[src/rtl/loader_pkg.sv]
// Shared types and constants for the Z80 program-image RAM loader.
package loader_pkg;
  typedef enum logic [2:0] {
    S_IDLE, S_ADDR_HI, S_ADDR_LO, S_LEN_HI, S_LEN_LO, S_DATA, S_CSUM
  } state_e;

  localparam logic [7:0] SYNC_BYTE = 8'hA5;
  localparam logic [7:0] ACK_OK    = 8'h06;
  localparam logic [7:0] ACK_ERR   = 8'h15;

  localparam logic [1:0] ERR_NONE    = 2'b00;
  localparam logic [1:0] ERR_CSUM    = 2'b01;
  localparam logic [1:0] ERR_RANGE   = 2'b10;
  localparam logic [1:0] ERR_TIMEOUT = 2'b11;
endpackage

[src/rtl/ram_loader_if.sv]
// Loader bus: UART rx bytes in, RAM write port and frame status out, ack byte out.
interface ram_loader_if #(parameter int ADDR_W = 14);
  logic [7:0]        rx_data;
  logic              rx_valid;
  logic [ADDR_W-1:0] ram_addr_w;
  logic [7:0]        ram_din;
  logic              ram_we;
  logic              busy;
  logic              done;
  logic              error;
  logic [1:0]        err_code;
  logic [7:0]        tx_data;
  logic              tx_valid;
  logic              tx_ready;

  modport master (
    input  rx_data, rx_valid, tx_ready,
    output ram_addr_w, ram_din, ram_we, busy, done, error, err_code, tx_data, tx_valid
  );
  modport slave (
    output rx_data, rx_valid, tx_ready,
    input  ram_addr_w, ram_din, ram_we, busy, done, error, err_code, tx_data, tx_valid
  );
endinterface

[src/rtl/loader_timer.sv]
// Inter-byte watchdog: cleared by a strobe, held at zero while disabled,
// saturates at TIMEOUT_CYCLES-1 and flags terminal count there.
module loader_timer #(
  parameter int unsigned TIMEOUT_CYCLES = 1000000
) (
  input  logic clk,
  input  logic rst,
  input  logic clr_i,
  input  logic en_i,
  output logic tc_o
);
  localparam int W = (TIMEOUT_CYCLES > 1) ? $clog2(TIMEOUT_CYCLES) : 1;
  localparam logic [W-1:0] TERM = W'(TIMEOUT_CYCLES - 1);

  logic [W-1:0] cnt_q, cnt_d;

  always_comb begin
    cnt_d = cnt_q;
    if (clr_i || !en_i)    cnt_d = '0;
    else if (cnt_q != TERM) cnt_d = cnt_q + 1'b1;
  end

  always_ff @(posedge clk) begin
    if (rst) cnt_q <= '0;
    else     cnt_q <= cnt_d;
  end

  // a byte arriving on the terminal cycle beats the timeout
  assign tc_o = en_i && !clr_i && (cnt_q == TERM);
endmodule

[src/rtl/ram_loader.sv]
// Framed UART-to-RAM loader for the Z80 program image.
// Optional ack byte on the tx side when LOADER_ACK_EN is defined.
module ram_loader
  import loader_pkg::*;
#(
  parameter int          ADDR_W         = 14,
  parameter int          MEM_DEPTH      = 15360,
  parameter int unsigned TIMEOUT_CYCLES = 1000000
) (
  input logic          clk,
  input logic          rst,
  ram_loader_if.master bus
);
  localparam logic [16:0] DEPTH = 17'(MEM_DEPTH);

  state_e            state_q, state_d;
  logic [15:0]       addr_q, addr_d, len_q, len_d;
  logic [7:0]        csum_q, csum_d, wdin_q, wdin_d;
  logic [ADDR_W-1:0] waddr_q, waddr_d;
  logic              range_q, range_d, busy_q, busy_d, we_q, we_d;
  logic              done_q, done_d, error_q, error_d;
  logic [1:0]        err_code_q, err_code_d;
  logic              fin_ok, fin_err, tc;

  loader_timer #(.TIMEOUT_CYCLES(TIMEOUT_CYCLES)) u_timer (
    .clk(clk), .rst(rst), .clr_i(bus.rx_valid), .en_i(state_q != S_IDLE), .tc_o(tc)
  );

  always_comb begin
    state_d = state_q;  addr_d = addr_q;  len_d = len_q;  csum_d = csum_q;
    range_d = range_q;  busy_d = busy_q;  err_code_d = err_code_q;
    waddr_d = waddr_q;  wdin_d = wdin_q;
    we_d = 1'b0;  done_d = 1'b0;  error_d = 1'b0;  fin_ok = 1'b0;  fin_err = 1'b0;
    if (bus.rx_valid) begin
      if (state_q != S_IDLE) csum_d = csum_q + bus.rx_data;
      case (state_q)
        S_IDLE: if (bus.rx_data == SYNC_BYTE) begin
          state_d = S_ADDR_HI;  busy_d = 1'b1;  err_code_d = ERR_NONE;
          csum_d  = 8'h00;      range_d = 1'b0;
        end
        S_ADDR_HI: begin addr_d[15:8] = bus.rx_data; state_d = S_ADDR_LO; end
        S_ADDR_LO: begin addr_d[7:0]  = bus.rx_data; state_d = S_LEN_HI;  end
        S_LEN_HI:  begin len_d[15:8]  = bus.rx_data; state_d = S_LEN_LO;  end
        S_LEN_LO: begin
          len_d[7:0] = bus.rx_data;
          state_d    = ({len_q[15:8], bus.rx_data} == 16'd0) ? S_CSUM : S_DATA;
        end
        S_DATA: begin
          // out-of-range bytes are dropped but still consume length and checksum
          we_d    = ({1'b0, addr_q} < DEPTH);
          range_d = range_q | ~we_d;
          waddr_d = addr_q[ADDR_W-1:0];
          wdin_d  = bus.rx_data;
          addr_d  = addr_q + 16'd1;
          len_d   = len_q - 16'd1;
          if (len_q == 16'd1) state_d = S_CSUM;
        end
        S_CSUM: begin
          state_d = S_IDLE;  busy_d = 1'b0;
          if (csum_d != 8'h00) begin error_d = 1'b1; err_code_d = ERR_CSUM;  end
          else if (range_q)    begin error_d = 1'b1; err_code_d = ERR_RANGE; end
          else                 done_d = 1'b1;
          fin_ok  = done_d;
          fin_err = error_d;
        end
        default: state_d = S_IDLE;
      endcase
    end else if (tc) begin
      state_d = S_IDLE;  busy_d = 1'b0;  error_d = 1'b1;  err_code_d = ERR_TIMEOUT;
      fin_err = 1'b1;
    end
  end

  always_ff @(posedge clk) begin
    if (rst) begin
      state_q <= S_IDLE;  addr_q <= '0;  len_q <= '0;  csum_q <= '0;
      range_q <= 1'b0;    busy_q <= 1'b0; we_q <= 1'b0; waddr_q <= '0; wdin_q <= '0;
      done_q  <= 1'b0;    error_q <= 1'b0; err_code_q <= ERR_NONE;
    end else begin
      state_q <= state_d;  addr_q <= addr_d;  len_q <= len_d;  csum_q <= csum_d;
      range_q <= range_d;  busy_q <= busy_d;  we_q <= we_d;  waddr_q <= waddr_d;
      wdin_q  <= wdin_d;   done_q <= done_d;  error_q <= error_d; err_code_q <= err_code_d;
    end
  end

  assign bus.ram_addr_w = waddr_q;
  assign bus.ram_din    = wdin_q;
  assign bus.ram_we     = we_q;
  assign bus.busy       = busy_q;
  assign bus.done       = done_q;
  assign bus.error      = error_q;
  assign bus.err_code   = err_code_q;

`ifdef LOADER_ACK_EN
  logic       tx_valid_q, tx_valid_d;
  logic [7:0] tx_data_q, tx_data_d;

  // a fresh frame end replaces any ack still waiting for the transmitter
  always_comb begin
    tx_valid_d = tx_valid_q;
    tx_data_d  = tx_data_q;
    if (fin_ok || fin_err) begin
      tx_valid_d = 1'b1;
      tx_data_d  = fin_ok ? ACK_OK : ACK_ERR;
    end else if (tx_valid_q && bus.tx_ready) begin
      tx_valid_d = 1'b0;
    end
  end

  always_ff @(posedge clk) begin
    if (rst) begin
      tx_valid_q <= 1'b0;
      tx_data_q  <= 8'h00;
    end else begin
      tx_valid_q <= tx_valid_d;
      tx_data_q  <= tx_data_d;
    end
  end

  assign bus.tx_valid = tx_valid_q;
  assign bus.tx_data  = tx_data_q;
`else
  logic [2:0] unused_ack;
  assign unused_ack   = {bus.tx_ready, fin_ok, fin_err};
  assign bus.tx_valid = 1'b0;
  assign bus.tx_data  = 8'h00;
`endif
endmodule

[src/flat_wrapper.sv]
// flat-port wrapper written by rule: the top's interface ports become plain ports
module ram_loader_flat import loader_pkg::*;
#(
  parameter int          ADDR_W         = 14,
  parameter int          MEM_DEPTH      = 15360,
  parameter int unsigned TIMEOUT_CYCLES = 1000000
)
  (clk, rst, bus_rx_data, bus_rx_valid, bus_tx_ready, bus_ram_addr_w, bus_ram_din, bus_ram_we, bus_busy, bus_done, bus_error, bus_err_code, bus_tx_data, bus_tx_valid);
  ram_loader_if #(.ADDR_W(ADDR_W)) bus_i ();
  input logic clk;
  input logic rst;
  input wire logic [$bits(bus_i.rx_data)-1:0] bus_rx_data;
  input wire logic [$bits(bus_i.rx_valid)-1:0] bus_rx_valid;
  input wire logic [$bits(bus_i.tx_ready)-1:0] bus_tx_ready;
  output wire logic [$bits(bus_i.ram_addr_w)-1:0] bus_ram_addr_w;
  output wire logic [$bits(bus_i.ram_din)-1:0] bus_ram_din;
  output wire logic [$bits(bus_i.ram_we)-1:0] bus_ram_we;
  output wire logic [$bits(bus_i.busy)-1:0] bus_busy;
  output wire logic [$bits(bus_i.done)-1:0] bus_done;
  output wire logic [$bits(bus_i.error)-1:0] bus_error;
  output wire logic [$bits(bus_i.err_code)-1:0] bus_err_code;
  output wire logic [$bits(bus_i.tx_data)-1:0] bus_tx_data;
  output wire logic [$bits(bus_i.tx_valid)-1:0] bus_tx_valid;
  assign bus_i.rx_data = bus_rx_data;
  assign bus_i.rx_valid = bus_rx_valid;
  assign bus_i.tx_ready = bus_tx_ready;
  assign bus_ram_addr_w = bus_i.ram_addr_w;
  assign bus_ram_din = bus_i.ram_din;
  assign bus_ram_we = bus_i.ram_we;
  assign bus_busy = bus_i.busy;
  assign bus_done = bus_i.done;
  assign bus_error = bus_i.error;
  assign bus_err_code = bus_i.err_code;
  assign bus_tx_data = bus_i.tx_data;
  assign bus_tx_valid = bus_i.tx_valid;
  ram_loader #(.ADDR_W(ADDR_W), .MEM_DEPTH(MEM_DEPTH), .TIMEOUT_CYCLES(TIMEOUT_CYCLES)) u_core (.clk(clk), .rst(rst), .bus(bus_i));
endmodule
[config.mk]
export PLATFORM = sky130hd
export DESIGN_NAME = ram_loader_flat
export DESIGN_NICKNAME = d
export VERILOG_FILES = /design/src/rtl/loader_pkg.sv /design/src/rtl/ram_loader_if.sv /design/src/rtl/loader_timer.sv /design/src/rtl/ram_loader.sv /design/src/flat_wrapper.sv
export SDC_FILE = /design/constraint.sdc
export NUM_CORES = 1
export LEC_CHECK = 0
export CORE_ASPECT_RATIO = 0.75
export CORE_UTILIZATION = 52
export CTS_CLUSTER_DIAMETER = 80
export DETAILED_ROUTE_END_ITERATION = 12
export PLACE_DENSITY = 0.77
export SYNTH_ARGS = -nofsm -noshare
export SYNTH_HDL_FRONTEND = slang
export SYNTH_HIERARCHICAL = 1
export SYNTH_SLANG_ARGS = --single-unit
export TNS_END_PERCENT = 30
[constraint.sdc]
create_clock -name clk -period 2.9 [get_ports clk]
set_input_delay 0.58 -clock clk [delete_from_list [all_inputs] [get_ports clk]]
set_output_delay 0.58 -clock clk [all_outputs]
set_load 0.05 [all_outputs]
== After elaboration in Yosys (flattened, before gate mapping) ==
Index checks and enable logic that the tools add are counted.

* Add/subtract/negate cells: 4
* Magnitude comparators: 1
* Eq/ne operators: 15
* Multiplexer cells: 32
* Bitwise operators: 5
* Reduce and logical (&&, ||, !) cells: 27

{| class="wikitable"
|+ Operators with widths
! cell !! count
|-
| $pmux W8 S2 || 4
|-
| $mux W8 || 4
|-
| $add A20 B1 Y20 const B || 1
|-
| $eq A20 B20 Y1 const B || 1
|-
| $ne A20 B20 Y1 const B || 1
|-
| $pmux W3 S6 || 1
|-
| $add A16 B1 Y16 const B || 1
|-
| $eq A16 B1 Y1 const B || 1
|-
| $logic_not A16 Y1 || 1
|-
| $lt A16 B14 Y1 const B || 1
|-
| $sub A16 B1 Y16 const B || 1
|-
| $mux W2 || 6
|-
| $mux W3 || 4
|-
| $reduce_bool A2 Y1 || 6
|-
| $mux W1 || 10
|-
| $reduce_and A2 Y1 || 5
|-
| $eq A3 B3 Y1 const B || 3
|-
| $reduce_and A3 Y1 || 3
|-
| $add A8 B8 Y8 || 1
|-
| $eq A8 B8 Y1 const B || 1
|-
| $reduce_bool A8 Y1 || 1
|-
| $eq A3 B2 Y1 const B || 2
|-
| $ne A3 B2 Y1 const B || 2
|-
| $ne A4 B2 Y1 const B || 1
|-
| other kinds (16) || 22
|}

* Register bits after elaboration: 92
* Bits of input ports: 12
* Output and inout bits: 37
* Word-level logic and storage cells: 99

== Depth between registers and ports, before layout ==
Gate-level depths: netlist of the first run.

* Depth in word-level cells: 7
* Depth in mapped cells: 10
* Mapped depth without buffers: 9

== Hierarchy ==
The synthesis of the first run kept the hierarchy.

{| class="wikitable"
|+ Modules (own cells, without submodules)
! module !! times used !! cells an instance !! area an instance (um2) !! sequential area each (um2)
|-
| ram_loader || 1 || 516 || 3,883.7 || 1,441.4
|-
| loader_timer || 1 || 110 || 967.2 || 400.4
|}

== Least setup slack after synthesis of the first run ==
OpenSTA, ideal clock, no wires.

* Path kind: input to register
* From: in bus_rx_data[0]
* To: reg u_core.error_q (netlist: u_core/bus.error)
* Library setup time: 0.120 ns
* Arrival time: 2.609 ns
* Required time: 2.780 ns
* Slack: 0.171 ns
* Stages on the path: 8
* Path buffers: 0
* Cells stage by stage: ha_1 > fa_1 > a21o_1 > a21oi_1 > xnor2_1 > o32a_1 > or4_1 > o31a_1

* Word-level cells in the longest chain between the ends: 7

{| class="wikitable"
|+ RTL lines
! what !! RTL line !! RTL
|-
| start: declaration || flat_wrapper.sv:12 || <nowiki>input wire logic [$bits(bus_i.rx_data)-1:0] bus_rx_data;</nowiki>
|-
| $add A8 B8 Y8 || ram_loader.sv:35 || <nowiki>if (state_q != S_IDLE) csum_d = csum_q + bus.rx_data;</nowiki>
|-
| $mux W8 || ram_loader.sv:35 ||
|-
| $mux W8 || ram_loader.sv:34 || <nowiki>if (bus.rx_valid) begin</nowiki>
|-
| $reduce_bool A8 Y1 || ram_loader.sv:60 || <nowiki>if (csum_d != 8'h00) begin error_d = 1'b1; err_code_d = ERR_CSUM; end</nowiki>
|-
| $mux W1 || ram_loader.sv:60 ||
|-
| $mux W1 || ram_loader.sv:36 || <nowiki>case (state_q)</nowiki>
|-
| $mux W1 || ram_loader.sv:34 ||
|-
| end signal: assignment || ram_loader.sv:82 || <nowiki>wdin_q <= wdin_d; done_q <= done_d; error_q <= error_d; err_code_q <= err_code_d;</nowiki>
|-
| end: declaration || ram_loader.sv:21 || <nowiki>logic done_q, done_d, error_q, error_d;</nowiki>
|}

Every way passes these cells. The select of a mux whose other input is x is not followed.
A chain may end at the register's enable or synchronous reset.

== Final worst setup path of the first run ==
Ends and elaborated chain as after synthesis.

==> results of run 1 <==
-- flip-flops by register name (all words and copies together), names as in the netlist --
signal / cells
u_core/u_timer/cnt_q: 20
u_core/addr_q: 16
u_core/len_q: 16
u_core/bus.ram_addr_w: 14
u_core/bus.ram_din: 8
u_core/csum_q: 8
u_core/state_q: 3
u_core/bus.err_code: 2
u_core/bus.busy: 1
u_core/bus.done: 1
u_core/bus.error: 1
u_core/bus.ram_we: 1
u_core/range_q: 1
-- tightest hold or removal path, cell delays in order, from the launching register on --
cell	delay [ps]
dfxtp_1	310
nand2_1	50
a21oi_1	50
-- Yosys cell counts, drive strengths merged (3+ instances only) --
cell type / number / area [um2]
a211oi: 6 / 45.0
a21oi: 60 / 300
a22oi: 21 / 158
a31oi: 10 / 62.6
a32oi: 3 / 26.3
and2: 3 / 18.8
and3: 10 / 66.3
and4: 4 / 36.3
buf: 18 / 116
clkbuf: 21 / 78.8
dfxtp: 92 / 1840
ha: 11 / 138
inv: 13 / 48.8
mux2i: 3 / 30.0
nand2: 90 / 338
nand2b: 4 / 25.0
nand3: 20 / 100
nand4: 16 / 100
nor2: 64 / 240
nor2b: 4 / 25.0
nor3: 21 / 116
nor4: 9 / 62.6
o21a: 3 / 22.5
o21ai: 46 / 230
o22ai: 5 / 31.3
o31ai: 6 / 58.8
or2: 3 / 18.8
or3: 9 / 61.3
or4: 6 / 45.0
xnor2: 9 / 78.8
xor2: 4 / 35.0
-- layer usage --
metal | wire (um) | vias up | global-route usage, % | part of all wire, %
li1 | - | 2372 | - | -
met1 | 5860 | 2279 | 38.0 | 48
met2 | 5500 | 168 | 40.2 | 45
met4 | 125 | 0 | 6.70 | 1.0
met5 | 0 | - | 0 | 0
met3 | 833 | 10 | 6.22 | 6.8
-- stage by stage --
step           hold WS (ps)  utilization (%)  cell area (um2)  total power [uW]  setup TNS, ps
2_1_floorplan           455                -             4880              1380              0
3_3_place_gp            443             60.4             5460              1430           -955
3_5_place_dp            450             60.4             5460              1430          -1170
4_1_cts                 462             63.7             5760              2600              0
5_1_grt                 473             63.7             5760              2660              0
6_report                456             63.7             5760              2580              0
-- worst paths after layout --
check                                               from                        to  slack [ps]  cells after the start
worst min register to register  u_core/bus.ram_addr_w[0]  u_core/bus.ram_addr_w[0]         460                      2
worst max-delay path                      bus_rx_data[0]          u_core/bus.error          70                      9
worst min-delay path            u_core/bus.ram_addr_w[0]  u_core/bus.ram_addr_w[0]         460                      2
worst max register to register   u_core/u_timer/cnt_q[0]         u_core/state_q[1]         400                      8
-- final cells by class --
class                      instances  area share, %
inverter                          13          0.847
timing repair buffer              70           10.7
tap                              128           2.78
sequential                        92           32.0
multi-input combinational        490           48.6
clock inverter                     6           1.09
clock buffer                      10           3.98
-- power by group --
part	switching [uW]	internal, uW
Clock	501	670
Sequential	1.01	1260
Combinational	94.6	48.9
Total	597	1980
-- cells by family (layout without fill, tap and decap cells) --
| logic type | count (synthesis) | after routing | synth area share, % |
|---|---|---|---|
| buf+inv | 52 | 99 | 5.03 |
| xor+xnor | 13 | 13 | 2.35 |
| mux | 3 | 3 | 0.619 |
| simple gates | 270 | 270 | 27.3 |
| flops | 92 | 92 | 38.0 |
| compound gates | 183 | 183 | 23.4 |
| other cells | 1 | 9 | 0.0773 |
| fa+ha+maj | 12 | 12 | 3.25 |
-- timing repair --
action                                  in CTS  in global routing
resized for setup                            2                  0
pin swaps                                    0                  1
endpoints found under the setup margin       1                  2
==> flow_summary_export.csv, run 1 <==
group,metric,value,unit
status,status,"completed",
setup_path,path_buf_inv,1,
setup_path,cp_data_required_time,3130,ps
synth,netlist-cell-type-count,65,
clock_network,cts_tree,"yes",
timing,fmax,354,MHz
clock_network,cts_root_buf,"clkbuf_16",
routing,drt-initial-drc-count,398,
place,place_inst,793,
final_layout,syn2layout_area_growth,18.7,%
synth,ys_seq_elements,92,
synth,synth_edf_count,0,
synth,synth_area,4850,um2
grt,grt_pass1_vias,4284,
routing,wl_per_cell,15.2,um
die,core_area,9050,um2
final_layout,n_fill_cell,779,
grt,grt.total_usage,26.5,%
die,rows,30,
clock_network,htree_levels,3,
routing,final_antenna_net_count,0,
timing,hold_viol,0,
timing,setup_viol,0,
die,start_util,53.6,%
job,maxCapViolCount,0,
die,die_w,114,um
final_layout,drive_above_1_share,9.99,%
clock_network,cts_setup_buffers,0,
routing,vias,4829,
timing,skew,6.00,ps
synth,avgSynthCellArea,7.75,um2
synth,synthArstFlopShare,0,%
synth,synth-main-ff-cell,"dfxtp_1",
synth,synth_seq_area_share,38.0,%
routing,firstDrtPassIters,5,
place,io_buffers,38,
timing,fin_crit_sh,97.5,%
grt,grt_max_degree,36,
die,die_h,85.6,um
setup_path,start_kind,"input port",
timing,worst_pin_slew,672,ps
timing,setup_slack,73.4,ps
synth,synthCells,626,
worst_hold_path,worstHoldPathType,"reg2reg",
place,place_congestion,0.883,
power,p_per_area,448,nW/um2
setup_path,worst-setup-path-type,"in2reg",
synth,yosysWarnings,6,
routing,wirelength,12.3,mm
final_layout,diodes,0,
setup_path,cp-end-kind,"flop",
grt,overflow,0,
final_layout,fin_cells,809,
setup_path,cp_top_family,"compound AO/OA/AOI/OAI gates",
final_layout,multi_input_area,2800,um2
grt,antenna_found_initial,0,
setup_path,crit_arrival,3060,ps
place,place_ws,-412,ps
final_layout,nets,700,
setup_path,cp_slowest_cell,"or4_1",
timing,maxSlewHeadroom,54.8,%
power,vdd_drop_max,0.000313,V
die,die_area,9720,um2
clock_network,clk_latency,340,ps
setup_path,crit_chain,"clkdlybuf4s50_1 > ha_2 > fa_1 > a21o_1 > a21oi_2 > xnor2_1 > o32a_1 > or4_1 > o31a_1",
power,leakagePower,0.00200,uW
grt,grt_pass1_wl,20.7,mm
timing,slew_viol_final,0,
clock_network,cts_made_buffers,9,
timing,rsz0062_at_grt,"no",
clock_network,path_clk_slew,60,ps
final_layout,regArea,1840,um2
clock_network,clkSinkCount,92,
final_layout,layout_common_cells,"dfxtp_1, nand2_1, nor2_1",
timing,layout_min_cycle_time,2830,ps
final_layout,layout_commonest_cell,"dfxtp_1",
routing,drc,0,
setup_path,path_max_fanout,3,
setup_path,cpPeakStageDelay,440,ps
place,hpwl,8.65,mm
die,io_pins,49,
clock_network,clock_path_buffers,2,
routing,avgViaCountPerCell,5.97,
clock_network,cts_hold_buf,0,
(Power assumes the default switching activity.)
==> run 2: changes to the inputs <==
--- a/config.mk
+++ b/config.mk
@@ -5,11 +5,13 @@
 export SDC_FILE = /design/constraint.sdc
 export NUM_CORES = 1
 export LEC_CHECK = 0
+export ABC_AREA = 1
+export ABC_CLOCK_PERIOD_IN_PS = 2900
 export CORE_ASPECT_RATIO = 0.75
 export CORE_UTILIZATION = 52
 export CTS_CLUSTER_DIAMETER = 80
 export DETAILED_ROUTE_END_ITERATION = 12
-export PLACE_DENSITY = 0.77
+export PLACE_DENSITY = 0.76
 export SYNTH_ARGS = -nofsm -noshare
 export SYNTH_HDL_FRONTEND = slang
 export SYNTH_HIERARCHICAL = 1
==> run 2 against run 1 <==
Clock-buffer cell count fell by 1; worst hold slack improved by 11 ps; fmax rose by 8.2%; largest cell class unchanged.
==> flow_summary_export.csv, run 2 <==
group,metric,value,unit
status,status,"completed",
routing,drc,0,
final_layout,top_regs,"u_core/u_timer/cnt_q: 20 flops, u_core/addr_q: 16 flops, u_core/len_q: 16 flops",
final_layout,n_fill_cell,853,
synth,synth_edf_count,0,
timing,maxSlewHeadroom,46.1,%
timing,rsz0062_at_grt,"no",
grt,grt.total_usage,26.6,%
final_layout,drive_above_1_share,7.24,%
clock_network,cts_resized,0,
die,die_w,118,um
clock_network,path_clk_slew,60,ps
synth,synth_compound_area_share,19.1,%
final_layout,largest_register_ffs,20,
grt,use_met3,5.67,%
synth,avgSynthCellArea,6.83,um2
job,maxCapViolCount,0,
final_layout,largest_register,"u_core/u_timer/cnt_q",
grt,gr-usage-met2,45.2,%
final_layout,layout_common_cells,"nand2_1, inv_1, o21ai_0, dfxtp_1, nor2_1",
place,place_congestion,0.903,
grt,top_usage_layer,"met2",
timing,setup_viol,0,
setup_path,start_kind,"input port",
setup_path,path_max_fanout,5,
place,io_buffers,38,
synth,synthCells,762,
synth,synth_seq_area_share,35.4,%
synth,synthXorXnorAreaFrac,2.19,%
synth,synth_simple_gate_area_share,29.2,%
final_layout,fin_util,61.9,%
setup_path,crit_arrival,2880,ps
worst_hold_path,worstHoldPathType,"reg2reg",
routing,wl_per_cell,14.5,um
die,die_area,10400,um2
timing,fin_crit_sh,90.1,%
die,core_area,9700,um2
routing,wirelength,13.6,mm
clock_network,cts_setup_buffers,0,
final_layout,diodes,0,
final_layout,syn2layout_area_growth,15.4,%
grt,overflow,0,
final_layout,layout_commonest_cell,"nand2_1",
clock_network,htree_levels,3,
clock_network,cts_hold_buf,0,
power,p_per_area,479,nW/um2
clock_network,cts_made_buffers,9,
power,vdd_drop_max,0.000306,V
routing,final_antenna_net_count,0,
routing,drt-initial-drc-count,488,
timing,hold_viol,0,
synth,yosysMostFrequentCell,"nand2_1",
synth,yosysWarnings,6,
grt,grt_pass1_wl,22.1,mm
timing,skew,6.96,ps
clock_network,cts_tree,"yes",
setup_path,cp-end-kind,"flop",
grt,grt_max_degree,49,
final_layout,nets,820,
routing,firstDrtPassIters,5,
synth,netlist-cell-type-count,38,
timing,setup_tns,0,ps
clock_network,clkSinkCount,92,
synth,synth-main-ff-cell,"dfxtp_1",
place,hpwl,9.52,mm
clock_network,clock_path_buffers,2,
die,io_pins,49,
power,leakagePower,0.00241,uW
grt,antenna_found_initial,0,
synth,synth.top_cells.by_count,"nand2_1, inv_1, dfxtp_1, o21ai_0, nor2_1",
die,start_util,53.7,%
timing,worst_pin_slew,808,ps
synth,synth-adder-area-share,3.03,%
synth,synth_area,5200,um2
synth,synth_largest_area_cell,"dfxtp_1",
routing,avgViaCountPerCell,5.62,
timing,layout_min_cycle_time,2610,ps
clock_network,clk_latency,350,ps
die,die_h,88.6,um
timing,fmax,383,MHz
synth,synth.top_cell.area_share,35.4,%
grt,met1_usage,33.8,%
timing,setup_slack,287,ps
setup_path,cp_data_required_time,3170,ps
clock_network,cts_root_buf,"clkbuf_16",
timing,slew_viol_final,0,
grt,grt_pass1_vias,4657,
routing,vias,5246,
synth,synth_top_family_by_area,"simple AND/OR/NAND/NOR gates",
synth,synthArstFlopShare,0,%
setup_path,worst-setup-path-type,"in2reg",
place,place_ws,-16.9,ps
die,rows,31,
synth,yosys-top-cells-area,"dfxtp_1, o21ai_0, nand2_1",
synth,ys_seq_elements,92,
synth,muxShareOfSynthArea,0,%
run 2: changes by cell type after synthesis, sizes merged, moves of 21 or more:
cell / change
o21ai: +46
nor2: +34
a22oi: -21
inv: +85
a31oi: +25
nand3: +37
nand2: +40
run 2: routing by layer:
layer	up-vias	routed length, um
li1	2577	-
met1	2428	6050
met2	209	6340
met3	32	924
met4	0	255
met5	-	0
run 2: report_power, final:
part | internal, uW | total (uW) | leakage [uW] | switching (uW)
Clock | 759 | 1280 | 0.000148 | 517
Combinational | 97.5 | 302 | 0.00152 | 205
Sequential | 1280 | 1300 | 0.000743 | 17.5
run 2: cells by family (layout without fill, tap and decap cells):
group	after synthesis	in the layout
buffers and inverters	134	165
DFF	92	92
xor gates and xnor gates	13	13
other	1	9
adders and majority gates	12	12
and+or+nand+nor	324	324
AOI/OAI and AO/OA	186	186
run 2: path summary, 6_finish.rpt:
check	slack [ps]	cells after the start	end	startpoint
min reg2reg	470	2	u_core/bus.err_code[1]	u_core/bus.err_code[1]
min	470	2	u_core/bus.err_code[1]	u_core/bus.err_code[1]
max reg2reg	390	8	u_core/addr_q[4]	u_core/state_q[0]
max	290	14	u_core/bus.err_code[0]	bus_rx_data[0]
run 2: final cells by class:
| class | count | area [um2] | share of cell area [%] |
|---|---|---|---|
| clock buffers | 9 | 225 | 3.75 |
| clock inverters | 7 | 100 | 1.67 |
| inverters | 99 | 372 | 6.19 |
| multi-input cells | 544 | 2820 | 46.9 |
| flip-flops and latches | 92 | 1840 | 30.7 |
| well taps | 132 | 165 | 2.75 |
| repair buffers | 50 | 483 | 8.04 |
run 2: worst max-delay path, cell delays in order:
cell	delay, ps
clkdlybuf4s50_1	470
ha_1	270
fa_1	400
nand2_1	100
nand2_1	100
a21oi_1	140
nor2_1	80
nor2_2	120
nand3_2	100
nor2_4	130
nand3_4	100
nand2_2	90
nand2_1	50
a21oi_1	140
run 2: stage by stage:
stage	instance area, um2	total power, uW	std cells	hold WS, ps
after detailed placement	5680	1620	917	465
after global routing	6010	2970	933	503
after floorplan	5230	1550	770	455
after global placement	5680	1610	917	449
after CTS	6010	2880	933	474
final	6010	2870	933	468
==> run 3: changes to the inputs <==
--- a/config.mk
+++ b/config.mk
@@ -8,10 +8,10 @@
 export ABC_AREA = 1
 export ABC_CLOCK_PERIOD_IN_PS = 2900
 export CORE_ASPECT_RATIO = 0.75
-export CORE_UTILIZATION = 52
+export CORE_UTILIZATION = 50
 export CTS_CLUSTER_DIAMETER = 80
 export DETAILED_ROUTE_END_ITERATION = 12
-export PLACE_DENSITY = 0.76
+export PLACE_DENSITY = 0.74
 export SYNTH_ARGS = -nofsm -noshare
 export SYNTH_HDL_FRONTEND = slang
 export SYNTH_HIERARCHICAL = 1
==> run 3 against run 2 <==
Routed wire length is 2.2% lower; clock skew is 0.60 ps higher; flip-flop and latch count stayed put; critical path depth stayed put; sequential share of layout area is 0.083 points higher; combinational power hardly changed; register-to-register slack better by 240 ps; clock power is 13% lower; utilization is 1.4 points lower; sequential power hardly changed; worst hold slack worse by 6.6 ps; critical path type unchanged.
==> flow_summary_export.csv, run 3 (synthesized netlist as in run 2, its figures left out) <==
group,metric,value,unit
final_layout,n_fill_cell,914,
grt,overflow,0,
clock_network,cts_resized,0,
clock_network,clkSinkCount,92,
setup_path,start_kind,"input port",
clock_network,clock_path_buffers,2,
power,power.switching,729,uW
status,status,"completed",
power,p_per_area,452,nW/um2
final_layout,fin_util,60.6,%
die,die_area,10800,um2
routing,avgViaCountPerCell,5.54,
worst_hold_path,hold_start,"u_core/bus.err_code[0]",
clock_network,cts_made_buffers,9,
clock_network,path_clk_slew,70,ps
power,p_seq_share,47.8,%
setup_path,crit_arrival,2810,ps
timing,skew,7.56,ps
setup_path,r2r_start,"u_core/state_q[0]",
clock_network,cts_root_buf,"clkbuf_16",
clock_network,cts_setup_buffers,0,
die,core_area,9890,um2
timing,setup_viol,0,
final_layout,drive_above_1_share,7.70,%
routing,drc,0,
timing,slew_viol_final,0,
final_layout,syn2layout_area_growth,15.1,%
timing,rsz0062_at_grt,"no",
final_layout,layout_commonest_cell,"nand2_1",
timing,hold_viol,0,
grt,grt_pass1_vias,4643,
routing,vias,5192,
die,start_util,52.6,%
final_layout,largest_register,"u_core/u_timer/cnt_q",
routing,final_antenna_net_count,0,
routing,drt-initial-drc-count,559,
power,p_comb_share,11.2,%
place,io_buffers,38,
timing,worst_pin_slew,616,ps
power,vdd_drop_max,0.000280,V
setup_path,cp_data_required_time,3170,ps
power,power.internal,1980,uW
timing,layout_min_cycle_time,2530,ps
grt,grt_pass1_wl,21.8,mm
job,maxCapViolCount,0,
final_layout,diodes,0,
setup_path,cp-end-kind,"flop",
place,place_congestion,0.858,
die,rows,31,
die,io_pins,49,
place,hpwl,9.50,mm
grt,antenna_found_initial,0,
timing,setup_tns,0,ps
grt,grt_max_degree,51,
setup_path,path_max_fanout,5,
clock_network,cts_tree,"yes",
clock_network,cts_hold_buf,0,
final_layout,top_regs,"u_core/u_timer/cnt_q: 20 flops, u_core/addr_q: 16 flops, u_core/len_q: 16 flops",
routing,wl_per_cell,14.2,um
routing,wirelength,13.3,mm
final_layout,largest_register_ffs,20,
final_layout,nets,824,
worst_hold_path,worstHoldPathType,"reg2reg",
die,die_w,120,um
final_layout,layout_common_cells,"nand2_1, inv_1, o21ai_0, dfxtp_1, nor2_1",
grt,grt.total_usage,25.0,%
die,die_h,90.4,um
power,power_frac_clock,41.0,%
setup_path,worst-setup-path-type,"in2reg",
clock_network,clk_latency,340,ps
timing,fmax,395,MHz
timing,maxSlewHeadroom,58.9,%
routing,firstDrtPassIters,5,
power,switching_share,26.9,%
setup_path,startpoint,"bus_rx_data[0]",
power,leakagePower,0.00242,uW
timing,fin_crit_sh,87.3,%
clock_network,htree_levels,3,
[run 3: final cells by class]
cell class	instances	area [um2]	area share, %
Multi-Input combinational cell	544	2820	47.1
Sequential cell	92	1840	30.8
Timing Repair Buffer	54	513	8.56
Inverter	99	372	6.20
Clock buffer	10	239	3.99
Tap cell	132	165	2.76
Clock inverter	6	40.0	0.668
[run 3: layer usage]
layer  GRT usage (%)  vias up  part of all wire (%)
met5               0        -                     0
met4            8.23        0                   1.2
met3            4.80       18                   6.1
met2            40.7      163                    46
met1            33.2     2420                    47
li1                -     2591                     -
[run 3: power by group through the flow]
stage | clock [uW] | combinational, uW | sequential (uW)
floorplan | 0 | 223 | 1320
global placement | 0 | 288 | 1320
detailed placement | 0 | 295 | 1320
CTS | 1130 | 297 | 1290
global route | 1180 | 336 | 1300
finish | 1110 | 302 | 1300
[run 3: per-stage QoR]
stage,instances,hold slack (ps),area [um2],total power [uW],worst slack (ps)
after global placement,921,451,5710,1610,97.4
after detailed placement,921,459,5710,1620,30.4
after global routing,937,487,5990,2810,183
final,937,461,5990,2710,367
after floorplan,770,455,5230,1550,657
after CTS,937,468,5990,2720,378
[run 3: worst max-delay path, cell delays in order]
cell and delay, ps:
clkdlybuf4s50_1 440, ha_1 270, fa_1 400, nand2_1 90
nand2_1 80, nand3b_1 110, nand3b_1 80, nand3_1 100
nand2_1 120, nor2_4 160, nand3_4 100, nand2_2 90
nand2_1 50, a21oi_1 110
[run 3: worst paths after layout]
path                             to  slack, ps  depth (start not counted)
max          u_core/bus.err_code[1]        370                         14
min          u_core/bus.err_code[0]        460                          2
max reg2reg        u_core/addr_q[6]        630                          9
min reg2reg  u_core/bus.err_code[0]        460                          2
